[src/rtl/irig_pkg.sv]
// irig_pkg: shared symbol/state types and CLK_HZ-derived pulse-width thresholds for the IRIG-B decoder.
package irig_pkg;
    typedef enum logic [1:0] {SYM_ZERO, SYM_ONE, SYM_MARK, SYM_INVALID} sym_t;
    typedef enum logic [1:0] {HUNT, ONE_MARK, LOCKED} state_t;
    localparam int LAST_POS = 99;
    function automatic int t_min(int clk_hz);
        return clk_hz / 10_000 * 10;
    endfunction
    function automatic int t_one(int clk_hz);
        return clk_hz / 10_000 * 35;
    endfunction
    function automatic int t_mark(int clk_hz);
        return clk_hz / 10_000 * 65;
    endfunction
    function automatic int t_max(int clk_hz);
        return clk_hz / 10_000 * 90;
    endfunction
    function automatic int t_period(int clk_hz);
        return clk_hz / 10_000 * 110;
    endfunction
    function automatic logic is_mark_pos(logic [6:0] p);
        return p == 7'd0 || p % 7'd10 == 7'd9;
    endfunction
endpackage

[src/rtl/irig_symbol_decoder.sv]
// irig_symbol_decoder: synchronizes irigb, measures high width and symbol period,
// and emits a one-cycle strobe with the classified symbol.
module irig_symbol_decoder
    import irig_pkg::*;
#(
    parameter int CLK_HZ = 10_000_000
) (
    input  logic       clk_10mhz,
    input  logic       rst,
    input  logic       irigb,
    output logic       rise,
    output logic       sym_valid,
    output logic [1:0] sym
);
    localparam int CW = $clog2(t_period(CLK_HZ) + 2);
    localparam logic [CW-1:0] H_MIN = CW'(t_min(CLK_HZ));
    localparam logic [CW-1:0] H_ONE = CW'(t_one(CLK_HZ));
    localparam logic [CW-1:0] H_MARK = CW'(t_mark(CLK_HZ));
    localparam logic [CW-1:0] H_MAX = CW'(t_max(CLK_HZ));
    localparam logic [CW-1:0] H_TO = CW'(t_max(CLK_HZ) - 1);
    localparam logic [CW-1:0] P_MAX = CW'(t_period(CLK_HZ));
    logic s1, s2, s3, fall, high_to, per_to, done;
    logic [CW-1:0] high_cnt, per_cnt;
    // A pulse that already timed out was reported as invalid; its late fall is ignored.
    assign done = fall && high_cnt < H_MAX;
    assign high_to = s3 && !rise && high_cnt == H_TO;
    assign per_to = !rise && per_cnt == P_MAX;
    always_ff @(posedge clk_10mhz or negedge rst) begin
        if (!rst) begin
            {s1, s2, s3, rise, fall, sym_valid} <= '0;
            high_cnt <= '0;
            per_cnt <= '0;
            sym <= '0;
        end else begin
            s1 <= irigb;
            s2 <= s1;
            s3 <= s2;
            rise <= s2 & ~s3;
            fall <= ~s2 & s3;
            high_cnt <= rise ? CW'(1) : (s3 && high_cnt < H_MAX) ? high_cnt + 1'b1 : high_cnt;
            per_cnt <= rise ? CW'(1) : per_cnt > P_MAX ? per_cnt : per_cnt + 1'b1;
            sym_valid <= done || high_to || per_to;
            sym <= !done ? SYM_INVALID : high_cnt < H_MIN ? SYM_INVALID :
                   high_cnt < H_ONE ? SYM_ZERO : high_cnt < H_MARK ? SYM_ONE : SYM_MARK;
        end
    end
endmodule

[src/rtl/irig.sv]
// irig: IRIG-B frame lock FSM and pps generator aligned to the on-time edge of position 0.
module irig
    import irig_pkg::*;
#(
    parameter int CLK_HZ    = 10_000_000,
    parameter int PPS_WIDTH = 1
) (
    input  logic clk_10mhz,
    input  logic rst,
    input  logic irigb,
    output logic pps
);
    logic [1:0] rst_sync;
    logic rst_s, rise, sym_valid, armed, sym_ok;
    logic [1:0] sym;
    logic [6:0] pos, nxt;
    logic [31:0] pps_left;
    state_t state;
    // Asynchronous assert, release retimed to the clock.
    always_ff @(posedge clk_10mhz or negedge rst) begin
        if (!rst) rst_sync <= '0;
        else rst_sync <= {rst_sync[0], 1'b1};
    end
    assign rst_s = rst_sync[1];
    irig_symbol_decoder #(.CLK_HZ(CLK_HZ)) u_dec (
        .clk_10mhz(clk_10mhz),
        .rst(rst_s),
        .irigb(irigb),
        .rise(rise),
        .sym_valid(sym_valid),
        .sym(sym)
    );
    assign nxt = pos == 7'(LAST_POS) ? 7'd0 : pos + 7'd1;
    assign sym_ok = sym != SYM_INVALID && ((sym == SYM_MARK) == is_mark_pos(nxt));
    always_ff @(posedge clk_10mhz or negedge rst_s) begin
        if (!rst_s) begin
            state <= HUNT;
            pos <= '0;
            armed <= 1'b0;
            pps <= 1'b0;
            pps_left <= '0;
        end else begin
            if (rise && armed) begin
                pps <= 1'b1;
                pps_left <= 32'(PPS_WIDTH - 1);
                armed <= 1'b0;
            end else if (pps_left != 0) pps_left <= pps_left - 1'b1;
            else pps <= 1'b0;
            if (sym_valid)
                case (state)
                    HUNT: state <= sym == SYM_MARK ? ONE_MARK : HUNT;
                    ONE_MARK: begin
                        state <= sym == SYM_MARK ? LOCKED : HUNT;
                        pos <= '0;
                    end
                    default:
                        if (sym_ok) begin
                            pos <= nxt;
                            if (nxt == 7'(LAST_POS)) armed <= 1'b1;
                        end else begin
                            state <= HUNT;
                            pos <= '0;
                            armed <= 1'b0;
                        end
                endcase
        end
    end
endmodule

[config.mk]
export PLATFORM = sky130hd
export DESIGN_NAME = irig
export DESIGN_NICKNAME = d
export VERILOG_FILES = /design/src/rtl/irig_pkg.sv /design/src/rtl/irig_symbol_decoder.sv /design/src/rtl/irig.sv
export SDC_FILE = /design/constraint.sdc
export NUM_CORES = 1
export LEC_CHECK = 0
export ABC_CLOCK_PERIOD_IN_PS = 7370
export BUFFER_PORTS_ARGS = -buffer_cell sky130_fd_sc_hd__buf_2
export CORE_MARGIN = 2
export CORE_UTILIZATION = 45
export CTS_CLUSTER_SIZE = 25
export DETAILED_ROUTE_END_ITERATION = 10
export GPL_TIMING_DRIVEN = 0
export PLACE_DENSITY = 0.64
export SYNTH_ARGS = -nofsm -noshare
export SYNTH_HDL_FRONTEND = slang
export SYNTH_SLANG_ARGS = --single-unit
[constraint.sdc]
create_clock -name clk_10mhz -period 7.37 [get_ports clk_10mhz]
set_input_delay 1.474 -clock clk_10mhz [delete_from_list [all_inputs] [get_ports clk_10mhz]]
set_output_delay 1.474 -clock clk_10mhz [all_outputs]
set_load 0.02 [all_outputs]
==> impl_metrics.csv, run 1 <==
group,metric,value,unit
setup_path,slowest_delay,520,ps
sta,setup_viol,0,
grt,antenna_found_initial,0,
synth,netlist.area_leader.share,0.449,
synth,yosysMostFrequentCell,"dfrtp_1",
detailed_routing,drc,0,
die,initial_core_util,0.467,
grt,grtUsageTotal,0.177,
status,outcome,"finished, final reports clean",
sta,max_slew_margin,0.317,
setup_path,start_kind,"register",
setup_path,arrival,5000,ps
placement,gp_congestion,0.898,
synth,synth_fa_ha_area_frac,0.0258,
pwr,p_per_area,178,mW/mm^2
detailed_routing,avgViaCountPerCell,5.56,
die,io_pins,4,
synth,synth_warnings,0,
pwr,power,943,uW
clocking,clockRootBuffer,"clkbuf_8",
sta,clock-skew-final,14.0,ps
final_layout,multiInputGateArea,0.00252,mm^2
final_layout,seq_area,0.00218,mm^2
setup_path,rr_startpoint,"pos[1]",
detailed_routing,drt-total-wl,9510,um
die,die_w,108,um
synth,synth_cell_types,62,
setup_path,cp_slowest_cell,"dfrtp_1",
final_layout,final_core_util,0.510,
die,die_h,108,um
synth,synthFlopType,"dfrtp_1",
setup_path,r2r_slack,2570,ps
grt,first_global_vias,3675,
grt,grt_pass1_wl,16800,um
final_layout,final_cell_area,0.00529,mm^2
clocking,cts_tree,"yes",
detailed_routing,ant_nets,0,
final_layout,drive_gt1_frac,0.0651,
synth,seq_area_frac_synth,0.449,
sta,fin_crit_sh,0.652,
synth,syn_inst,533,
setup_path,cp_common_cell,"o21ai_0",
synth,synth_top_area_cell,"dfrtp_1",
placement,dpl-instance-area,0.00506,mm^2
final_layout,nFillCells,1002,
sta,slew_violations,0,
clocking,clk_latency,350,ps
synth,yosys.area_share.simple,0.265,
final_layout,final_nets,561,
setup_path,critPathMaxFanout,10,
setup_path,ff2ff_path_depth,20,
synth,synth_area_leaders,"dfrtp_1 (45%), xnor2_1 (5.8%), nor2_1 (5.4%), nand2_1 (4.0%), xor2_1 (3.6%)",
setup_path,r2r-end,"pos[1]",
sta,fin_crit,4800,ps
grt,overflow,0,
pwr,leakage,2.24,nW
synth,synth_compound_area_frac,0.126,
synth,synth_commonest_cells,"dfrtp_1 (87), nor2_1 (70), nand2_1 (51)",
clocking,hold_buffers,0,
job,drv_cap,0,
synth,syn-mean-instance-area,9.09,um^2
final_layout,area_growth,9.09,%
pwr,vdd_drop_max,0.127,mV
die,core-area,0.0104,mm^2
synth,synth_top_family_by_area,"simple AND/OR/NAND/NOR gates",
detailed_routing,dr.pass1.iters,5,
synth,syn_area,0.00484,mm^2
sta,setup_tns,0,ps
sta,fmax,208,MHz
grt,grt_max_degree,65,
setup_path,cp.required,7560,ps
clocking,numCtsBuffers,9,
synth,synthArstFlopShare,1.00,
setup_path,cp_cell_sequence,"ha_1 -> clkbuf_1 -> and4b_1 -> o211ai_1 -> o31a_1 -> and2_1 -> buf_2 -> a211oi_1 -> a31oi_1 -> o21ai_0 -> nor2_1 -> ha_1 -> nor3_1 -> o21ai_0 -> nor3_1 -> o21a_1 -> a311oi_1 -> a21oi_1 -> a31oi_1 -> o21ai_0",
detailed_routing,routedWlPerCell,13.8,um
setup_path,crit_type,"reg -> reg",
die,rows,37,
hold_path,hp-class,"reg -> async",
synth,synth.area.mux_share,0.00852,
clocking,cts_setup_buffers,0,
synth,ys_ff_latch,87,
synth,synthXorXnorAreaFrac,0.0940,
detailed_routing,vias,3832,
clocking,clock_path_buffers,2,
sta,worst_pin_slew,1020,ps
placement,dp_hpwl,6720,um
final_layout,n_antenna_cell,0,
synth,syn-num-nets,546,
placement,port_buffers,3,
clocking,cts_sinks,87,
setup_path,worst_setup_path_end_kind,"register",
sta,hold_slack,210,ps
detailed_routing,drt_iter0_markers,237,
synth,synth_edf_count,0,
setup_path,crit_family,"compound AO/OA/AOI/OAI gates",
clocking,htree_levels,3,
sta,finalHoldViolations,0,
die,dieArea,0.0116,mm^2
setup_path,critPathBufInv,2,
clocking,ctsResizeCount,0,
sta,grt_setup_unrepaired,"false",
clocking,cts.clk_slew.worst_paths,90,ps
## area by class of cell
cell class | instances | share of cell area
Clock buffer | 11 | 0.0268
Sequential cell | 87 | 0.413
Buffer | 23 | 0.0168
Inverter | 16 | 0.0114
Timing Repair Buffer | 4 | 0.00805
Multi-Input combinational cell | 407 | 0.477
Clock inverter | 5 | 0.0154
Tap cell | 136 | 0.0322
## worst max-delay path by stage
stage                start  slack (ps)  endpoint  cells after the start
floorplan           pos[1]        3470  state[0]                     20
global placement    pos[1]        2710    pos[6]                     20
detailed placement  pos[1]        2710    pos[5]                     20
CTS                 pos[1]        2660    pos[1]                     20
global route        pos[1]        2130    pos[1]                     20
finish              pos[1]        2570    pos[1]                     20
## per-stage QoR
stage                     worst slack [ps]  std cells
after CTS                             2660        689
after global routing                  2130        689
final                                 2570        689
after detailed placement              2710        673
after floorplan                       3470        533
after global placement                2710        672
## flip-flops by register name, indices dropped and copies added, names as in the netlist
name             cells
u_dec.s1             1
u_dec.high_cnt      17
pos                  7
u_dec.rise           1
u_dec.per_cnt       17
u_dec.fall           1
rst_sync             2
state                2
u_dec.s2             1
u_dec.sym_valid      1
u_dec.s3             1
armed                1
pps_left            32
u_dec.sym            2
pps                  1
## logic make-up after synthesis
kind of cell / after synthesis
and+or+nand+nor: 246
adders and majority gates: 10
buffers and inverters: 39
muxes: 4
other: 1
xor gates and xnor gates: 52
AOI/OAI and AO/OA: 94
DFF: 87
## per-layer routing
layer  global-route usage  vias to the layer above  wire (um)
met5                    0                        -          0
met4               0.0531                        0         56
met3               0.0381                        4        239
met2                0.281                       57       4510
met1                0.244                     1861       4700
li1                     -                     1910          -
## report_power, final
| group | switching (mW) | leakage [nW] | internal, mW |
|---|---|---|---|
| combinational | 0.0353 | 0.948 | 0.0257 |
| clock | 0.164 | 0.110 | 0.200 |
| sequential | 0.0216 | 1.18 | 0.496 |
## cells in the final DEF (no fill, tap or decap), types with 8 or more instances in the layout
master,n
dfrtp_1,86
nor2_1,70
nand2_1,51
xnor2_1,32
a21oi_1,23
o21ai_0,23
clkbuf_1,21
nor3_1,21
xor2_1,20
nand3_1,18
inv_1,16
nor4_1,12
ha_1,10
clkbuf_8,10
nand4_1,9
or3_1,9
a31oi_1,8
nor2b_1,8
nand2b_1,8
Note: power is estimated with default switching activity, not from simulation.
==> inputs of run 2 (changes only) <==
- ABC_CLOCK_PERIOD_IN_PS: 7370 -> 4750
- clock period: 7.37 -> 4.75 ns (I/O delays scaled with it)
==> impl_metrics.csv, run 2 (same netlist as run 1, synthesis figures left out) <==
group,metric,value,unit
die,dieArea,0.0116,mm^2
pwr,leakage,2.24,nW
setup_path,start_kind,"register",
setup_path,arrival,4720,ps
die,die_h,108,um
die,rows,37,
placement,dp.cells,673,
sta,finalHoldViolations,0,
die,initial_core_util,0.467,
detailed_routing,drt-total-wl,9580,um
setup_path,crit_type,"reg -> reg",
sta,fmax,225,MHz
pwr,vdd_drop_max,0.197,mV
final_layout,layout.cells.non_filler,689,
clocking,cts_tree,"yes",
final_layout,reg.largest.list,"pps_left x32, u_dec.high_cnt x17, u_dec.per_cnt x17",
hold_path,hp-class,"reg -> async",
setup_path,worst_setup_path_end_kind,"register",
grt,grtUsageTotal,0.177,
placement,dp_hpwl,6720,um
setup_path,slowest_delay,520,ps
grt,overflow,0,
final_layout,final_common_cell,"dfrtp_1",
final_layout,final_cell_area,0.00530,mm^2
sta,setup_viol,0,
detailed_routing,drc,0,
grt,use_met2,0.281,
sta,max_slew_margin,0.317,
grt,antenna_found_initial,0,
die,core-area,0.0104,mm^2
final_layout,top_register,"pps_left",
detailed_routing,routedWlPerCell,13.9,um
detailed_routing,dr.pass1.iters,6,
clocking,numCtsBuffers,9,
job,drv_cap,0,
final_layout,area_growth,9.37,%
placement,dpl-instance-area,0.00506,mm^2
detailed_routing,ant_nets,0,
grt,grtUsageMet1,0.244,
final_layout,largest_reg_flops,32,
detailed_routing,vias,3821,
final_layout,n_antenna_cell,0,
grt,grt_pass1_wl,16800,um
clocking,cts.clk_slew.worst_paths,90,ps
clocking,hold_buffers,0,
clocking,cts_sinks,87,
sta,worst_pin_slew,1020,ps
sta,clock-skew-final,14.0,ps
clocking,htree_levels,3,
grt,met3_usage,0.0381,
final_layout,nFillCells,1007,
placement,gp_congestion,0.898,
die,die_w,108,um
sta,grt_setup_unrepaired,"true",
detailed_routing,drt_iter0_markers,231,
pwr,power,1.46,mW
setup_path,cp_cell_sequence,"ha_1 -> clkbuf_2 -> and4b_1 -> o211ai_1 -> o31a_1 -> and2_1 -> buf_2 -> a211oi_1 -> a31oi_1 -> o21ai_0 -> nor2_1 -> ha_1 -> nor3_1 -> o21ai_0 -> nor3_1 -> o21a_1 -> a311oi_2 -> nand2_1 -> o31a_1 -> o22ai_1",
clocking,clockRootBuffer,"clkbuf_8",
pwr,p_per_area,276,mW/mm^2
setup_path,cp.required,5020,ps
setup_path,cp_slowest_cell,"dfrtp_1",
setup_path,critPathMaxFanout,10,
die,io_pins,4,
grt,first_global_vias,3675,
detailed_routing,avgViaCountPerCell,5.55,
clocking,clk_latency,350,ps
grt,top_usage_layer,"met2",
final_layout,final_nets,561,
final_layout,layout_common_cells,"dfrtp_1 (86), nor2_1 (70), nand2_1 (51)",
sta,fin_crit,4450,ps
sta,fin_crit_sh,0.937,
final_layout,drive_gt1_frac,0.0705,
placement,port_buffers,3,
status,outcome,"finished, final reports clean",
clocking,clock_path_buffers,2,
sta,slew_violations,0,
grt,grt_max_degree,65,
[run 2: cell counts in the layout (fill, tap and decap cells not counted)]
Identical to the previous run, type by type.
[run 2: per-stage QoR]
step                setup TNS, ps  setup WS [ps]  hold slack (ps)  utilization
finish                          0            298              210        0.511
global route                 -445          -88.1              243        0.511
CTS                             0           35.7              228        0.510
detailed placement              0           90.5              230        0.488
global placement                0           90.9              337        0.485
floorplan                       0            846              331            -
[run 2: critical path, delay by kind of cell (launching register included)]
kind,cells,cell delay (ps)
buf+inv,2,380
fa+ha+maj,2,570
simple gates,6,850
flops,1,520
compound gates,10,2050
[run 2: repair_timing]
item                                    4_1_cts  5_1_grt
endpoints found under the setup margin        0       10
setup buffers                                 0        0
gates resized for setup                       0        4
[run 2: area by class of cell]
class                      instances  area (um^2)  area share
sequential                        87         2180       0.412
multi-input combinational        407         2530       0.478
buffer                            23         90.1      0.0170
timing repair buffer               4         42.5     0.00803
clock buffer                      11          141      0.0267
tap                              136          170      0.0321
clock inverter                     5         81.3      0.0153
inverter                          16         60.1      0.0113
[run 2: power breakdown]
| part | switching, mW | internal [mW] | total, mW | leakage, nW |
|---|---|---|---|---|
| Combinational | 0.0547 | 0.0399 | 0.0945 | 0.954 |
| Clock | 0.254 | 0.311 | 0.565 | 0.110 |
| Sequential | 0.0335 | 0.769 | 0.803 | 1.18 |
| Total | 0.343 | 1.12 | 1.46 | 2.24 |
[run 2: final timing paths]
path / startpoint / to / slack (ps) / cells past startpoint
max: pos[1] / state[0] / 300 / 20
min: rst_sync[1] / pps_left[24] / 210 / 0
max reg2reg: pos[1] / state[0] / 300 / 20
min reg2reg: rst_sync[1] / pps_left[24] / 210 / 0
max in group asynchronous: rst_sync[1] / u_dec.high_cnt[10] / 3920 / 1
min in group clk_10mhz: rst_sync[0] / rst_sync[1] / 350 / 0
[run 2: routing by layer]
| metal | routed length (um) | vias up | share of wire |
|---|---|---|---|
| met3 | 252 | 5 | 0.026 |
| met5 | 0 | - | 0 |
| met4 | 56 | 0 | 0.0058 |
| met2 | 4580 | 55 | 0.48 |
| met1 | 4690 | 1851 | 0.49 |
| li1 | - | 1910 | - |
==> inputs of run 3 (changes only) <==
- CORE_UTILIZATION: 45 -> 35
- PLACE_DENSITY: 0.64 -> 0.53
==> impl_metrics.csv, run 3 (same netlist as run 1, synthesis figures left out) <==
group,metric,value,unit
grt,antenna_found_initial,0,
final_layout,top_register,"pps_left",
sta,setup_viol,0,
sta,setup_tns,0,ps
setup_path,start_kind,"register",
placement,gp_congestion,0.829,
sta,fmax,231,MHz
die,core-area,0.0134,mm^2
setup_path,critPathMaxFanout,10,
die,io_pins,4,
setup_path,worst_setup_path_end_kind,"register",
clocking,ctsResizeCount,0,
clocking,cts.clk_slew.worst_paths,60,ps
grt,overflow,0,
clocking,clk_latency,330,ps
sta,clock-skew-final,5.71,ps
final_layout,n_antenna_cell,0,
sta,slew_violations,0,
detailed_routing,vias,3816,
grt,grt_pass1_wl,17300,um
final_layout,area_growth,11.8,%
placement,port_buffers,3,
die,die_w,122,um
clocking,numCtsBuffers,9,
clocking,clockRootBuffer,"clkbuf_16",
detailed_routing,avgViaCountPerCell,5.24,
sta,final.setup.worst_slack,422,ps
status,outcome,"finished, final reports clean",
placement,dp_hpwl,6970,um
job,drv_cap,0,
die,die_h,122,um
final_layout,reg.largest.list,"pps_left x32, u_dec.high_cnt x17, u_dec.per_cnt x17",
sta,hold_slack,213,ps
pwr,p_per_area,293,mW/mm^2
die,dieArea,0.0148,mm^2
clocking,cts_sinks,87,
final_layout,drive_gt1_frac,0.0707,
detailed_routing,routedWlPerCell,13.5,um
clocking,cts_setup_buffers,0,
final_layout,layout_common_cells,"dfrtp_1 (85), nor2_1 (70), nand2_1 (51)",
sta,fin_crit_sh,0.911,
clocking,cts_tree,"yes",
pwr,leakage,2.27,nW
clocking,clock_path_buffers,2,
grt,grt_max_degree,67,
final_layout,final_common_cell,"dfrtp_1",
sta,grt_setup_unrepaired,"false",
detailed_routing,drc,0,
setup_path,arrival,4580,ps
detailed_routing,ant_nets,0,
setup_path,crit_type,"reg -> reg",
die,initial_core_util,0.362,
final_layout,final_nets,562,
grt,first_global_vias,3616,
pwr,vdd_drop_max,0.176,mV
detailed_routing,drt-total-wl,9820,um
grt,grtUsageTotal,0.143,
sta,finalHoldViolations,0,
die,rows,42,
sta,max_slew_margin,0.476,
sta,fin_crit,4330,ps
final_layout,final_core_util,0.404,
sta,worst_pin_slew,786,ps
placement,place_ws,71.1,ps
final_layout,largest_reg_flops,32,
hold_path,hp-class,"reg -> async",
clocking,hold_buffers,0,
clocking,htree_levels,3,
detailed_routing,drt_iter0_markers,268,
detailed_routing,dr.pass1.iters,5,
setup_path,cp.required,5000,ps
-- run 3: final cells by class --
cell class | instances | area (um^2)
tap | 176 | 220
clock inverter | 4 | 47.5
buffer | 23 | 90.1
sequential | 87 | 2180
clock buffer | 10 | 239
fill | 1403 | 7980
multi-input combinational | 407 | 2530
timing repair buffer | 5 | 46.3
inverter | 16 | 60.1
-- run 3: final timing paths --
path	startpoint	to	slack, ps	cells past startpoint
min in group clk_10mhz	rst_sync[0]	rst_sync[1]	350	0
min	rst_sync[1]	pps_left[25]	210	0
max reg2reg	pos[1]	state[0]	420	20
max	pos[1]	state[0]	420	20
max in group asynchronous	rst_sync[1]	pos[1]	3910	1
min reg2reg	rst_sync[1]	pps_left[25]	210	0
-- run 3: critical path: stages (launching register included) --
cell      delay [ps]
dfrtp_2          480
ha_1             240
clkbuf_2         190
and4b_1          200
o211ai_1         200
o31a_1           280
and2_1           150
buf_2            180
a211oi_1          90
a31oi_1          210
o21ai_0           90
nor2_1           140
ha_1             160
nor3_1            50
o21ai_0          240
nor3_1            80
o21a_1           140
a311oi_2         400
nand2_1          260
o31a_1           300
o22ai_1          150
-- run 3: layer usage --
metal | share of wire | up-vias | track usage
met3 | 0.024 | 9 | 0.0281
met2 | 0.47 | 39 | 0.226
met5 | 0 | - | 0
li1 | - | 1920 | -
met4 | 0.011 | 0 | 0.0467
met1 | 0.50 | 1848 | 0.199
-- run 3: metrics by stage --
step	power [mW]	area [um^2]	cells
2_1_floorplan	0.883	4840	533
3_3_place_gp	0.908	5080	712
3_5_place_dp	0.915	5120	714
4_1_cts	1.61	5400	728
5_1_grt	1.66	5420	728
6_report	1.58	5420	728
-- run 3: power breakdown --
group          switching [mW]  internal [mW]  leakage [nW]
clock                   0.272          0.414         0.140
sequential             0.0343          0.771          1.18
combinational          0.0547         0.0400         0.955
total                   0.361           1.22          2.27
